### src/rtl/text_banner_gen_pkg.sv
// Shared constants for the text banner overlay: screen geometry, glyph size
// and the 3-bit glyph code map used by the font ROM.
package text_banner_gen_pkg;

    localparam int MAX_X   = 640;
    localparam int MAX_Y   = 480;
    localparam int GLYPH_W = 8;

    typedef enum logic [2:0] {
        CODE_BLANK = 3'd0,
        CODE_I     = 3'd1,
        CODE_K     = 3'd2,
        CODE_R     = 3'd3,
        CODE_A     = 3'd4,
        CODE_S     = 3'd5,
        CODE_M     = 3'd6,
        CODE_C     = 3'd7
    } glyph_code_e;

endpackage

### src/rtl/text_banner_gen_font_rom.sv
// Combinational 8x8 glyph table. Each glyph is packed row 0 first (MSB byte),
// and bit 7 of a row is its leftmost pixel.
module font_rom_8x8
    import text_banner_gen_pkg::*;
(
    input  logic [2:0] code,
    input  logic [2:0] row,
    output logic [7:0] data
);

    logic [63:0] glyph;

    always_comb begin
        glyph = '0;
        case (glyph_code_e'(code))
            CODE_BLANK: glyph = 64'h0000000000000000;
            CODE_I:     glyph = 64'h3C1818181818183C;
            CODE_K:     glyph = 64'hC6CCD8F0D8CCC600;
            CODE_R:     glyph = 64'hFCC6C6FCD8CCC600;
            CODE_A:     glyph = 64'h386CC6C6FEC6C600;
            CODE_S:     glyph = 64'h7CC6C07C06C67C00;
            CODE_M:     glyph = 64'hC6EEFED6C6C6C600;
            CODE_C:     glyph = 64'h7CC6C0C0C0C67C00;
            default:    glyph = '0;
        endcase
    end

    // Row 0 sits in the top byte, so the byte offset is (7 - row) * 8.
    assign data = glyph[{~row, 3'b000} +: 8];

endmodule

### src/rtl/text_banner_gen.sv
// Text banner overlay: renders NCHAR scaled 8x8 glyphs at a scrolling origin,
// with frame-synchronous colour, blink and scroll state and a 2-clk pixel pipe.
module text_banner_gen
    import text_banner_gen_pkg::*;
#(
    parameter int X0           = 296,
    parameter int Y0           = 240,
    parameter int NCHAR        = 3,
    parameter int SCALE_LOG2   = 0,
    parameter int BLINK_FRAMES = 30
) (
    input  logic               clk,
    input  logic               reset,
    input  logic               video_on,
    input  logic [9:0]         pix_x,
    input  logic [9:0]         pix_y,
    input  logic [3*NCHAR-1:0] char_codes,
    input  logic               switchR,
    input  logic               switchG,
    input  logic               switchB,
    input  logic               blink_en,
    input  logic               scroll_en,
    output logic [2:0]         graph_rgb
);

    localparam int          WIN_W       = (NCHAR * GLYPH_W) << SCALE_LOG2;
    localparam int          WIN_H       = GLYPH_W << SCALE_LOG2;
    localparam logic [10:0] X_LIMIT     = 11'(MAX_X);
    localparam logic [10:0] X0_W        = 11'(X0);
    localparam logic [10:0] Y_TOP       = 11'(Y0);
    localparam logic [10:0] Y_END       = 11'(Y0 + WIN_H);
    localparam logic [9:0]  Y0_W        = 10'(Y0);
    localparam logic [7:0]  BLINK_LAST  = 8'(BLINK_FRAMES - 1);
    localparam logic [9:0]  OFFSET_LAST = 10'(MAX_X - 1);

    // Frame tick: first clk of the (0, 480) sample, once per frame.
    logic tick_cond;
    logic tick_cond_q;
    logic frame_tick;

    assign tick_cond  = (pix_x == 10'(0)) && (pix_y == 10'(MAX_Y));
    assign frame_tick = tick_cond & ~tick_cond_q;

    always_ff @(posedge clk or posedge reset) begin
        if (reset) begin
            tick_cond_q <= 1'b0;
        end else begin
            tick_cond_q <= tick_cond;
        end
    end

    // Colour only changes at frame boundaries so a frame is never two-tone.
    logic [2:0] colour_q;

    always_ff @(posedge clk or posedge reset) begin
        if (reset) begin
            colour_q <= 3'b111;
        end else if (frame_tick) begin
            colour_q <= {switchR, switchG, switchB};
        end
    end

    logic [7:0] blink_cnt_q;
    logic       blink_phase_q;
    logic       phase_eff;

    always_ff @(posedge clk or posedge reset) begin
        if (reset) begin
            blink_cnt_q   <= '0;
            blink_phase_q <= 1'b1;
        end else if (!blink_en) begin
            blink_cnt_q   <= '0;
            blink_phase_q <= 1'b1;
        end else if (frame_tick) begin
            if (blink_cnt_q == BLINK_LAST) begin
                blink_cnt_q   <= '0;
                blink_phase_q <= ~blink_phase_q;
            end else begin
                blink_cnt_q <= blink_cnt_q + 8'd1;
            end
        end
    end

    // Clearing blink_en must show text on the very next pixel, not next clk.
    assign phase_eff = blink_phase_q | ~blink_en;

    logic [9:0] offset_q;

    always_ff @(posedge clk or posedge reset) begin
        if (reset) begin
            offset_q <= '0;
        end else if (frame_tick && scroll_en) begin
            offset_q <= (offset_q == OFFSET_LAST) ? 10'd0 : offset_q + 10'd1;
        end
    end

    // Origin wraps modulo the screen width; the window itself is clipped.
    logic [10:0] org_sum;
    logic [9:0]  x_org;
    logic [10:0] x_end;
    logic        x_in;
    logic        y_in;

    assign org_sum = X0_W + {1'b0, offset_q};
    assign x_org   = (org_sum >= X_LIMIT) ? 10'(org_sum - X_LIMIT) : org_sum[9:0];
    assign x_end   = {1'b0, x_org} + 11'(WIN_W);
    assign x_in    = ({1'b0, pix_x} >= {1'b0, x_org}) && ({1'b0, pix_x} < x_end) &&
                     ({1'b0, pix_x} < X_LIMIT);
    assign y_in    = ({1'b0, pix_y} >= Y_TOP) && ({1'b0, pix_y} < Y_END);

    logic [9:0] dx;
    logic [9:0] dy;
    logic [9:0] dx_sh;
    logic [2:0] cur_row;
    logic [2:0] cur_code;

    assign dx      = pix_x - x_org;
    assign dy      = pix_y - Y0_W;
    assign dx_sh   = dx >> SCALE_LOG2;
    assign cur_row = 3'(dy >> SCALE_LOG2);

    always_comb begin
        cur_code = '0;
        for (int i = 0; i < NCHAR; i++) begin
            if (dx_sh[9:3] == 7'(i)) begin
                cur_code = char_codes[3*i +: 3];
            end
        end
    end

    logic       hit_d;
    logic       von_d;
    logic [2:0] code_d;
    logic [2:0] row_d;
    logic [2:0] col_d;

    always_ff @(posedge clk or posedge reset) begin
        if (reset) begin
            hit_d  <= 1'b0;
            von_d  <= 1'b0;
            code_d <= '0;
            row_d  <= '0;
            col_d  <= '0;
        end else begin
            hit_d  <= x_in & y_in;
            von_d  <= video_on;
            code_d <= cur_code;
            row_d  <= cur_row;
            col_d  <= dx_sh[2:0];
        end
    end

    logic [7:0] glyph_row;
    logic       glyph_bit;

    font_rom_8x8 u_font (
        .code (code_d),
        .row  (row_d),
        .data (glyph_row)
    );

    assign glyph_bit = glyph_row[~col_d];

    always_ff @(posedge clk or posedge reset) begin
        if (reset) begin
            graph_rgb <= 3'b000;
        end else if (von_d && hit_d && glyph_bit && phase_eff) begin
            graph_rgb <= colour_q;
        end else begin
            graph_rgb <= 3'b000;
        end
    end

endmodule

### config.mk
export PLATFORM = sky130hd
export DESIGN_NAME = text_banner_gen
export DESIGN_NICKNAME = d
export VERILOG_FILES = /design/src/rtl/text_banner_gen_pkg.sv /design/src/rtl/text_banner_gen_font_rom.sv /design/src/rtl/text_banner_gen.sv
export SDC_FILE = /design/constraint.sdc
export NUM_CORES = 1
export LEC_CHECK = 0
export CAP_MARGIN = 5
export CORE_MARGIN = 2
export CORE_UTILIZATION = 40
export DETAILED_ROUTE_END_ITERATION = 8
export PLACE_DENSITY = 0.66
export SKIP_LAST_GASP = 1
export SLEW_MARGIN = 30
export SYNTH_ARGS = -nofsm -noshare
export SYNTH_HDL_FRONTEND = slang
export SYNTH_SLANG_ARGS = --single-unit
### constraint.sdc
create_clock -name clk -period 6.14 [get_ports clk]
set_input_delay 1.228 -clock clk [delete_from_list [all_inputs] [get_ports clk]]
set_output_delay 1.228 -clock clk [all_outputs]
set_load 0.005 [all_outputs]
==> impl_metrics.toml <==
[route]
vias = 3220
firstDrtPassIters = 4
met1_length_mm = 4.04
routed_via_density = 5.71
ant_nets = 0
drc = 0
wl_per_cell_um = 14.8
highest_layer = "met4"
drt-initial-drc-count = 202
route.met2.wl_mm = 3.90
wl_met3_um = 346
wirelength_mm = 8.36

[timing]
slew_viol_final = 0
setup_ws_ps = 1800
finalHoldViolCount = 0
setup_violations = 0
post-route-period-util_pct = 70.7
tightest_slew_ps = 732
maxSlewHeadroom_pct = 51.2
setup_tns_ps = 0
finalCriticalPeriod_ps = 4340
grt_setup_unrepaired = "false"
clock.fmax_ghz = 0.230
finalClockSkew_ps = 14.7

[pwr]
cellPowerDensity_nw_per_um2 = 146
p_total_mw = 0.615
ir_worst_vdd_v = 0.0000800
p_leak_nw = 1.71

[worst_hold_path]
hp-class = "reg2reg"
whs_path_depth = 1

[layout]
layout.area.seq_um2 = 931
antenna_cells = 0
drive_gt1_share_pct = 6.58
final_util_pct = 48.0
multiInputGateArea_um2 = 2500
area_growth_pct = 15.6
layout.nets = 524
nFillCells = 860

[placed_design]
dp_slack_ps = 1910
place.gp.congestion = 0.918
dp_hpwl_mm = 6.39
portBuffers = 39

[synth]
synth_area_leaders = "dfrtp_1 23%, ha_1 11%, nor2b_1 3.4%"
netlist_area_um2 = 3640
synth-edff-count = 0
ys_types = 73
yosys.area.top_type = "dfrtp_1"
async_flop_share_pct = 100
synthCells = 429
synth_area_per_cell_um2 = 8.49
synth_nets = 498
ys_seq_area_share_pct = 25.6
synth_top_area_share_pct = 22.7
synth_top_flop_cell = "dfrtp_1"
ys_ff_latch = 37
yosysWarnings = 0

[grt]
grt_start_max_net_pins = 38
grt_usage_pct = 17.4
grt_pass1_vias = 3124
grt_overflow = 0
grt_pass1_wl_mm = 14.6
antenna_found_initial = 0

[cts]
clk_latency_ps = 290
cts_tree = "done"
root_buffer = "clkbuf_8"
clkTransAtPathRegs_ps = 90
clockBufferDepth = 2
htreeDepth = 2
cts.sinks = 37
ctsHoldBuffers = 0
cts_setup_buffers = 0
cts_resized = 0
cts_buffers = 5

[floorplan]
io_pins = 40
dieArea_um2 = 9880
rows = 34
die_h_um = 99.4
coreArea_um2 = 8760
die_w_um = 99.4
initial_utilization_pct = 41.5

[worst_setup_path]
cp.arrival_ps = 4470
path_class = "reg2reg"
required_ps = 6260
rr_worst_depth = 16
cp_max_fo = 10
start_kind = "flip-flop"
endpoint_kind = "flip-flop"

[run_status]
status = "completed"

[job]
maxCapViolCount = 0
registers in the layout, summed over array words and instances (netlist names):
signal,cells
row_d,3
von_d,1
code_d,3
blink_phase_q,1
blink_cnt_q,8
tick_cond_q,1
col_d,3
hit_d,1
offset_q,10
colour_q,3
graph_rgb,3
cell usage in the layout (no fill, tap or decap), types with 5 or more instances in the layout:
master and n:
a211oi_1 5, a21boi_0 5, a21oi_1 16, clkbuf_8 5, clkdlybuf4s50_1 39, dfrtp_1 33, ha_1 31, inv_1 28
mux2i_1 10, nand2_1 21, nand2b_1 13, nand3_1 14, nand3b_1 6, nor2_1 33, nor2b_1 20, nor3_1 12
nor3b_1 7, o211ai_1 5, o21a_1 5, o21ai_0 15, o21ai_1 10, xnor2_1 12, xor2_1 9
layer usage:
metal	track usage [%]	vias to the layer above
li1	-	1620
met2	28.0	67
met4	3.79	0
met1	24.9	1527
met3	2.53	6
met5	0	-
layout make-up:
class | count | share of cell area [%]
multi-input cells | 343 | 59.5
flip-flops and latches | 37 | 22.1
repair buffers | 40 | 9.45
well taps | 108 | 3.21
inverters | 28 | 2.50
clock buffers | 5 | 1.63
clock inverters | 3 | 1.63
through the flow:
| step | area, um2 | instances | hold slack, ps |
|---|---|---|---|
| floorplan | 3640 | 429 | 454 |
| global placement | 4070 | 556 | 481 |
| detailed placement | 4070 | 556 | 484 |
| CTS | 4210 | 564 | 505 |
| global route | 4210 | 564 | 519 |
| finish | 4210 | 564 | 504 |
worst paths after layout:
| path | slack, ps | from | to |
|---|---|---|---|
| worst max-delay path | 1800 | offset_q[3]$_DFFE_PP0P_ | hit_d$_DFF_PP0_ |
| worst min-delay path | 500 | blink_cnt_q[4]$_DFFE_PP0P_ | blink_cnt_q[4]$_DFFE_PP0P_ |
| worst max register to register | 1800 | offset_q[3]$_DFFE_PP0P_ | hit_d$_DFF_PP0_ |
| worst min register to register | 500 | blink_cnt_q[4]$_DFFE_PP0P_ | blink_cnt_q[4]$_DFFE_PP0P_ |
| max in group asynchronous | 4430 | reset | colour_q[2]$_DFFE_PP1P_ |
| min in group asynchronous | 1330 | reset | offset_q[7]$_DFFE_PP0P_ |
cell usage after synthesis (all sizes together) (5+ instances only):
library cell	number
nor2	34
dfrtp	33
ha	31
inv	28
o21ai	25
nand2	21
nor2b	20
a21oi	17
nand2b	14
nand3	14
clkbuf	12
nor3	12
xnor2	12
mux2i	10
buf	9
xor2	9
nor3b	7
nor4	7
o31ai	7
or2	7
a21boi	6
nand3b	6
a211oi	5
mux2	5
o211ai	5
o21a	5
critical path, stage by stage, from the launching register on:
cell and delay (ps):
dfrtp_1 520, ha_1 350, o21ai_1 180, xor2_1 420, ha_1 290, nand2b_1 160
mux2i_1 120, nor2_1 280, nor2b_1 90, a21oi_1 250, xnor2_1 160, ha_1 260
a21o_1 190, a21o_1 170, a21oi_1 150, o21ai_0 110, a221oi_1 480
report_power, final:
group          total (mW)  internal, mW  switching (mW)
logic               0.102        0.0524          0.0501
clock network       0.254         0.164          0.0909
registers           0.259         0.248          0.0109
kinds of logic after synthesis:
| logic type | after synthesis | synth area share (%) |
|---|---|---|
| AO/OA/AOI/OAI | 106 | 21.2 |
| multiplexers | 15 | 4.30 |
| XOR/XNOR | 21 | 5.05 |
| buffers and inverters | 49 | 5.70 |
| AND/OR/NAND/NOR | 169 | 27.0 |
| adder cells (fa/ha/maj) | 32 | 11.2 |
| flip-flops | 37 | 25.6 |
(Power assumes the default switching activity.)
